--- src/rtl/axi_pkg.sv ---
// Shared AXI encodings and controller state type for the read burst controller.
package axi_pkg;

  typedef enum logic [1:0] {
    BURST_FIXED = 2'b00,
    BURST_INCR  = 2'b01,
    BURST_WRAP  = 2'b10,
    BURST_RSVD  = 2'b11
  } burst_e;

  typedef enum logic {
    ST_IDLE  = 1'b0,
    ST_BURST = 1'b1
  } ctrl_state_e;

  localparam logic [1:0] RESP_OKAY   = 2'b00;
  localparam logic [1:0] RESP_SLVERR = 2'b10;

  // WRAP bursts are only legal for 2, 4, 8 or 16 beats.
  function automatic logic wrap_len_ok(input logic [7:0] len);
    return len inside {8'd1, 8'd3, 8'd7, 8'd15};
  endfunction

endpackage

--- src/rtl/sync_fifo.sv ---
// Single-clock FIFO with registered storage; head entry is visible on dout_o
// whenever empty_o is low.
module sync_fifo #(
  parameter int WIDTH = 8,
  parameter int DEPTH = 16
) (
  input  logic             clock,
  input  logic             reset,
  input  logic             push_i,
  input  logic [WIDTH-1:0] din_i,
  input  logic             pop_i,
  output logic [WIDTH-1:0] dout_o,
  output logic             empty_o
);

  localparam int AW = $clog2(DEPTH);
  localparam logic [AW:0] PTR_ONE = {{AW{1'b0}}, 1'b1};

  logic [WIDTH-1:0] mem_q [DEPTH];
  logic [WIDTH-1:0] mem_d [DEPTH];
  logic [AW:0]      wr_q, wr_d;
  logic [AW:0]      rd_q, rd_d;

  assign empty_o = (wr_q == rd_q);
  assign dout_o  = mem_q[rd_q[AW-1:0]];

  always_comb begin
    mem_d = mem_q;
    wr_d  = wr_q;
    rd_d  = rd_q;
    if (push_i) begin
      mem_d[wr_q[AW-1:0]] = din_i;
      wr_d = wr_q + PTR_ONE;
    end
    if (pop_i && !empty_o) begin
      rd_d = rd_q + PTR_ONE;
    end
  end

  always_ff @(posedge clock) begin
    if (reset) begin
      wr_q <= '0;
      rd_q <= '0;
    end else begin
      wr_q <= wr_d;
      rd_q <= rd_d;
    end
  end

  // Storage needs no reset: pointers alone define what is valid.
  always_ff @(posedge clock) begin
    mem_q <= mem_d;
  end

endmodule

--- src/rtl/axi_rd_burst_ctrl.sv ---
// AXI4 read burst controller: expands AR bursts into per-beat RAM reads and
// returns RAM data on the R channel through a credit-limited response buffer.
module axi_rd_burst_ctrl
  import axi_pkg::*;
#(
  parameter int WIDTH = 32,
  parameter int ADDRS = 32,
  parameter int IDS   = 4,
  parameter int DEPTH = 16
) (
  input  logic             clock,
  input  logic             reset,
  input  logic             axi_arvalid_i,
  output logic             axi_arready_o,
  input  logic [ADDRS-1:0] axi_araddr_i,
  input  logic [IDS-1:0]   axi_arid_i,
  input  logic [7:0]       axi_arlen_i,
  input  logic [1:0]       axi_arburst_i,
  output logic             axi_rvalid_o,
  input  logic             axi_rready_i,
  output logic             axi_rlast_o,
  output logic [1:0]       axi_rresp_o,
  output logic [IDS-1:0]   axi_rid_o,
  output logic [WIDTH-1:0] axi_rdata_o,
  output logic             ram_rden_o,
  output logic [ADDRS-1:0] ram_addr_o,
  input  logic             ram_accept_i,
  input  logic             ram_valid_i,
  input  logic             ram_error_i,
  input  logic [WIDTH-1:0] ram_rddata_i,
  output logic             proto_err_o
);

  // state    | meaning
  // ST_IDLE  | waiting for an AR handshake, arready high
  // ST_BURST | one RAM request per beat until the last one is accepted

  localparam int BYTES = WIDTH / 8;
  localparam int CW    = $clog2(DEPTH) + 1;
  localparam int TAG_W = IDS + 2;
  localparam int RSP_W = WIDTH + IDS + 3;

  localparam logic [ADDRS-1:0] STEP      = ADDRS'(BYTES);
  localparam logic [ADDRS-1:0] BEAT_MASK = ADDRS'(BYTES - 1);
  localparam logic [ADDRS-1:0] ADDR_ONE  = ADDRS'(1);
  localparam logic [CW-1:0]    CREDIT_MAX = CW'(DEPTH);
  localparam logic [CW-1:0]    CREDIT_ONE = CW'(1);

  ctrl_state_e      state_q, state_d;
  logic [ADDRS-1:0] addr_q, addr_d;
  logic [IDS-1:0]   id_q, id_d;
  logic [7:0]       len_q, len_d;
  logic [7:0]       beats_q, beats_d;
  burst_e           burst_q, burst_d;
  logic             err_q, err_d;
  logic [CW-1:0]    credit_q, credit_d;
  logic             proto_err_q, proto_err_d;

  logic             take;
  logic             r_hs;
  logic             tag_empty;
  logic [TAG_W-1:0] tag_din, tag_dout;
  logic             rsp_empty, rsp_push;
  logic [RSP_W-1:0] rsp_din, rsp_dout;
  logic [ADDRS-1:0] wrap_mask, addr_inc, addr_next;
  logic [IDS-1:0]   tag_id;
  logic             tag_last, tag_err;

  assign axi_arready_o = (state_q == ST_IDLE);
  assign ram_rden_o    = (state_q == ST_BURST) && (credit_q != '0);
  assign ram_addr_o    = addr_q;
  assign proto_err_o   = proto_err_q;

  assign take = ram_rden_o & ram_accept_i;
  assign r_hs = axi_rvalid_o & axi_rready_i;

  assign wrap_mask = (ADDRS'(len_q) + ADDR_ONE) * STEP - ADDR_ONE;
  assign addr_inc  = addr_q + STEP;

  always_comb begin
    case (burst_q)
      BURST_FIXED: addr_next = addr_q;
      BURST_WRAP:  addr_next = (addr_q & ~wrap_mask) | (addr_inc & wrap_mask);
      default:     addr_next = addr_inc;
    endcase
  end

  always_comb begin
    state_d = state_q;
    addr_d  = addr_q;
    id_d    = id_q;
    len_d   = len_q;
    beats_d = beats_q;
    burst_d = burst_q;
    err_d   = err_q;
    case (state_q)
      ST_IDLE: begin
        if (axi_arvalid_i) begin
          state_d = ST_BURST;
          addr_d  = axi_araddr_i & ~BEAT_MASK;
          id_d    = axi_arid_i;
          len_d   = axi_arlen_i;
          beats_d = axi_arlen_i;
          burst_d = BURST_INCR;
          err_d   = 1'b0;
          case (burst_e'(axi_arburst_i))
            BURST_FIXED: burst_d = BURST_FIXED;
            BURST_INCR:  burst_d = BURST_INCR;
            BURST_WRAP: begin
              if (wrap_len_ok(axi_arlen_i)) begin
                burst_d = BURST_WRAP;
              end else begin
                err_d = 1'b1;
              end
            end
            default: err_d = 1'b1;
          endcase
        end
      end
      ST_BURST: begin
        if (take) begin
          if (beats_q == 8'd0) begin
            state_d = ST_IDLE;
          end else begin
            beats_d = beats_q - 8'd1;
            addr_d  = addr_next;
          end
        end
      end
      default: state_d = ST_IDLE;
    endcase
  end

  // A credit is one buffer slot reserved from request issue until the R pop.
  always_comb begin
    credit_d = credit_q;
    if (take && !r_hs) begin
      credit_d = credit_q - CREDIT_ONE;
    end else if (!take && r_hs) begin
      credit_d = credit_q + CREDIT_ONE;
    end
  end

  assign proto_err_d = proto_err_q | (ram_valid_i & tag_empty);

  always_ff @(posedge clock) begin
    if (reset) begin
      state_q     <= ST_IDLE;
      addr_q      <= '0;
      id_q        <= '0;
      len_q       <= '0;
      beats_q     <= '0;
      burst_q     <= BURST_FIXED;
      err_q       <= 1'b0;
      credit_q    <= CREDIT_MAX;
      proto_err_q <= 1'b0;
    end else begin
      state_q     <= state_d;
      addr_q      <= addr_d;
      id_q        <= id_d;
      len_q       <= len_d;
      beats_q     <= beats_d;
      burst_q     <= burst_d;
      err_q       <= err_d;
      credit_q    <= credit_d;
      proto_err_q <= proto_err_d;
    end
  end

  assign tag_din = {id_q, (beats_q == 8'd0), err_q};
  assign {tag_id, tag_last, tag_err} = tag_dout;

  sync_fifo #(
    .WIDTH(TAG_W),
    .DEPTH(DEPTH)
  ) u_tag_fifo (
    .clock  (clock),
    .reset  (reset),
    .push_i (take),
    .din_i  (tag_din),
    .pop_i  (ram_valid_i),
    .dout_o (tag_dout),
    .empty_o(tag_empty)
  );

  // Returns with nothing in flight have no tag and are dropped here.
  assign rsp_push = ram_valid_i & ~tag_empty;
  assign rsp_din  = {ram_rddata_i, tag_id, tag_last,
                     (ram_error_i | tag_err) ? RESP_SLVERR : RESP_OKAY};

  sync_fifo #(
    .WIDTH(RSP_W),
    .DEPTH(DEPTH)
  ) u_rsp_fifo (
    .clock  (clock),
    .reset  (reset),
    .push_i (rsp_push),
    .din_i  (rsp_din),
    .pop_i  (r_hs),
    .dout_o (rsp_dout),
    .empty_o(rsp_empty)
  );

  assign axi_rvalid_o = ~rsp_empty;
  assign {axi_rdata_o, axi_rid_o, axi_rlast_o, axi_rresp_o} = rsp_dout;

endmodule
--- config.mk ---
export PLATFORM = sky130hd
export DESIGN_NAME = axi_rd_burst_ctrl
export DESIGN_NICKNAME = d
export VERILOG_FILES = /design/src/rtl/axi_pkg.sv /design/src/rtl/sync_fifo.sv /design/src/rtl/axi_rd_burst_ctrl.sv
export SDC_FILE = /design/constraint.sdc
export NUM_CORES = 1
export LEC_CHECK = 0
export BUFFER_PORTS_ARGS = -buffer_cell sky130_fd_sc_hd__buf_2
export CORE_ASPECT_RATIO = 0.9
export CORE_MARGIN = 5
export CORE_UTILIZATION = 50
export CTS_BUF_LIST = sky130_fd_sc_hd__clkbuf_4 sky130_fd_sc_hd__clkbuf_8
export CTS_CLUSTER_SIZE = 8
export DETAILED_ROUTE_END_ITERATION = 12
export GPL_ROUTABILITY_DRIVEN = 0
export PLACE_DENSITY = 0.67
export REMOVE_ABC_BUFFERS = 1
export SYNTH_ARGS = -nofsm -noshare
export SYNTH_HDL_FRONTEND = slang
export SYNTH_SLANG_ARGS = --single-unit
--- constraint.sdc ---
create_clock -name clock -period 8.1 [get_ports clock]
set_input_delay 0.405 -clock clock [delete_from_list [all_inputs] [get_ports clock]]
set_output_delay 0.405 -clock clock [all_outputs]
set_load 0.02 [all_outputs]
==> metrics.md <==
| Metric | Value |
|---|---|
| Status | completed |
| Sequential-to-total area share from yosys stat | 0.728 |
| Crit path max-delay family | multiplexers |
| Syn Area/Cell | ~19 um2 |
| Synthesized area | ~31000 um2 |
| Clk Latency, worst-skew pair | 740 ps |
| Peak supply drop | approximately 0.14 mV |
| Synth area leaders | edfxtp_1 68%, mux4_2 16%, dfxtp_1 5.1%, a21oi_1 1.1%, nor2_1 1.0% |
| Die Y | between 200 and 250 um |
| Final Core Density | 0.576 |
| Detailed placer's ending HPWL | about 35000 um |
| Dpl ws | ~4600 ps |
| Via count | between 15000 and 20000 |
| Average wire per cell in the routed design | ~24 um |
| Clock-pin slew on the worst setup and hold paths | 60 ps |
| CP endpoint | axi_rid_o[2] |
| Max Freq | around 240 MHz |
| Initial drt markers | approximately 1200 |
| CTS Buf Count | 120 |
| Worst-margin pin slew | approximately 1100 ps |
| Worst setup margin | 3960 ps |
| Crit path from | u_rsp_fifo.rd_q[0] |
| P per Cell Area | 241 nW/um2 |
| Ys flop type | edfxtp_1 |
| Pin count of the biggest net entering global routing | 85 |
| Worst Setup Path Type | flop to output pin |
| Htree depth | 3 |
| DRC errors left | 0 |
| Slew Limit Headroom | 0.239 |
| Arrival @ worst endpoint | roughly 3700 ps |
| Cell-by-cell listing of the critical path | buf_12 > mux4_2 > mux4_2 > buf_2 |
| Final Hold Viols | 0 |
| Most frequent CP cell | mux4_2 |
| # setup viols final | 0 |
| Synth-to-Final Area Change | 14.9% |
| Top-count cell post-synth | edfxtp_1 |
| DIE AREA | 67600 um2 |
| Total grt overflow | 0 |
| Row cnt | between 80 and 90 |
| CTS Buffer Depth | 3 |
| IO Pins | 160 |
| Reg2reg path depth | 13 |
| Post-Synthesis Cells | around 1600 |
| Total negative slack | 0 ps |
| Min-delay worst type | input pin to flop |
| Non-filler cells, final | approximately 2800 |
| CP Depth | 4 |
| Placed Cells | roughly 2600 |
| Fin crit period | just over 4000 ps |
| Lkg Pwr | between 0.01 and 0.015 uW |
| Final period util | 0.511 |
| Most frequent cells after synthesis | 704 x edfxtp_1, 220 x mux4_2, 83 x nor2_1 |
| Share of cells above drive strength 1 | 0.309 |
| Final hold slack | approximately 59 ps |
| Final nets | around 2000 |
| First-pass DRT Iterations | 4 |
| Vias in the first global route | between 15000 and 20000 |
| Initial Utilization | 0.502 |
| Reg-to-reg startpoint | u_rsp_fifo.rd_q[0] |
| Total Routing Usage GR | 0.201 |
| Critical R2R Capture | credit_q[4] |
| Most area-hungry cell type in the Yosys netlist | edfxtp_1 |
| Req. time, crit path | between 7000 and 8000 ps |
| Root buf cell | clkbuf_8 |
| Crit. End Element | output pin |
| Crit path buf inv count | 2 |
| Number of flops mapped to enable cells by yosys | 704 |
| Fillcell total | roughly 4700 |
| Slowest cell delay on critical path | ~960 ps |
| Share of flip-flops with an asynchronous set or reset | 0 |
| Distinct cells, synth | 60 |
| Initial antenna violation count | 3 |
| R2r setup slk | between 4000 and 5000 ps |
| Startpoint Class | flop |
| Post-CTS setup buffer count | 0 |
| CP Max Fanout | 84 |
| First-pass GRT wire length | 103000 um |
| CTS tree | yes |
| Core Footprint | just over 60000 um2 |
| PortBufs | roughly 150 |
| Fin. max-slew vios | 0 |
| Via density | 5.76 |
| Antenna-violating nets left | 0 |
| Yosys warnings | 0 |
| Hold Crit Depth | 1 |
| Synthesized flop and latch total | just under 800 |
| Clock Sinks | around 780 |
| Total wire length | slightly below 70000 um |
| RSZ-0062 raised after global routing | false |
| Yosys top cell area share | 0.677 |
| Die width | about 270 um |
| Slowest-stage cell, CP | dfxtp_4 |
| Clock Skew | 41.1 ps |
| Max_cap viols | 0 |
-- final cells by class --
cell class                 instances  area, um2  area share
sequential                       784      22800       0.634
multi-input combinational        737       8070       0.225
clock buffer                     175       2110      0.0587
timing repair buffer             244       1620      0.0450
tap                              845       1060      0.0295
clock inverter                    27        158     0.00439
inverter                          33        124     0.00345
antenna                            1       2.50   0.0000697
-- cells in the final DEF (no fill, tap or decap), types with 30 or more instances in the layout --
cell type,Yosys,layout
nand2_1,78,78
nor2_1,83,72
buf_2,13,154
edfxtp_1,704,704
clkbuf_4,0,48
dfxtp_1,80,75
mux4_2,220,220
a21oi_1,69,69
inv_1,31,30
clkbuf_8,0,127
dlygate4sd3_1,0,63
-- layer usage --
metal / global-route usage / share of wire / vias up
met4: 0.0513 / 0.017 / 4
li1: - / - / 7237
met2: 0.334 / 0.49 / 502
met3: 0.0453 / 0.060 / 98
met5: 0 / 0.00038 / -
met1: 0.276 / 0.43 / 8566
-- cells by family after synthesis --
family                     Yosys count  synth area share
AOI/OAI and AO/OA                  172            0.0345
xor gates and xnor gates            41            0.0115
adders and majority gates           18           0.00721
buffers and inverters              130            0.0171
DFF                                784             0.728
muxes                              224             0.160
other                                1          0.000120
and+or+nand+nor                    279            0.0417
-- worst min path at each step --
stage | to | from
6_report | u_rsp_fifo.mem_q[621] | ram_rddata_i[29]
5_1_grt | u_rsp_fifo.mem_q[582] | ram_rddata_i[29]
4_1_cts | u_rsp_fifo.mem_q[621] | ram_rddata_i[29]
3_5_place_dp | ram_addr_o[31] | ram_addr_o[31]
3_3_place_gp | beats_q[1] | beats_q[1]
2_1_floorplan | beats_q[1] | beats_q[1]
-- worst register-to-register path, cell delays in order (launching register included) --
cell and delay (ps):
dfxtp_4 960, xnor2_1 200, nand3_1 120, and2_1 250
inv_1 130, ha_1 380, xor2_1 180, ha_1 200
o21ai_0 80, a21oi_1 170, a21oi_1 90, xor2_1 150
or3_1 320, nand3_1 80
-- through the flow --
| stage | area, um2 | power [uW] |
|---|---|---|
| final | 35900 | 8640 |
| after global routing | 35900 | 9010 |
| after floorplan | 30800 | 5410 |
| after detailed placement | 33000 | 5620 |
| after global placement | 33000 | 5600 |
| after CTS | 35900 | 8740 |
-- power by group --
group          switching [uW]  total, uW  internal [uW]  leakage (uW)
Combinational             503        967            464       0.00331
Sequential               90.3       4580           4490       0.00701
Clock                    1450       3100           1660       0.00121
-- registers in the layout (all words and copies together) (netlist names) --
name,flops
burst_q,2
u_tag_fifo.rd_q,5
u_rsp_fifo.mem_q,608
len_q,8
state_q,1
u_tag_fifo.wr_q,5
u_rsp_fifo.wr_q,5
credit_q,5
proto_err_o,1
u_rsp_fifo.rd_q,5
err_q,1
id_q,4
u_tag_fifo.mem_q,96
ram_addr_o,30
beats_q,8
-- repair_timing --
action / in CTS / in global routing
hold endpoints to repair: 438 / 0
hold buffers: 63 / 0
gates resized for setup: 0 / 0
Power figures use the tool's default switching activity.
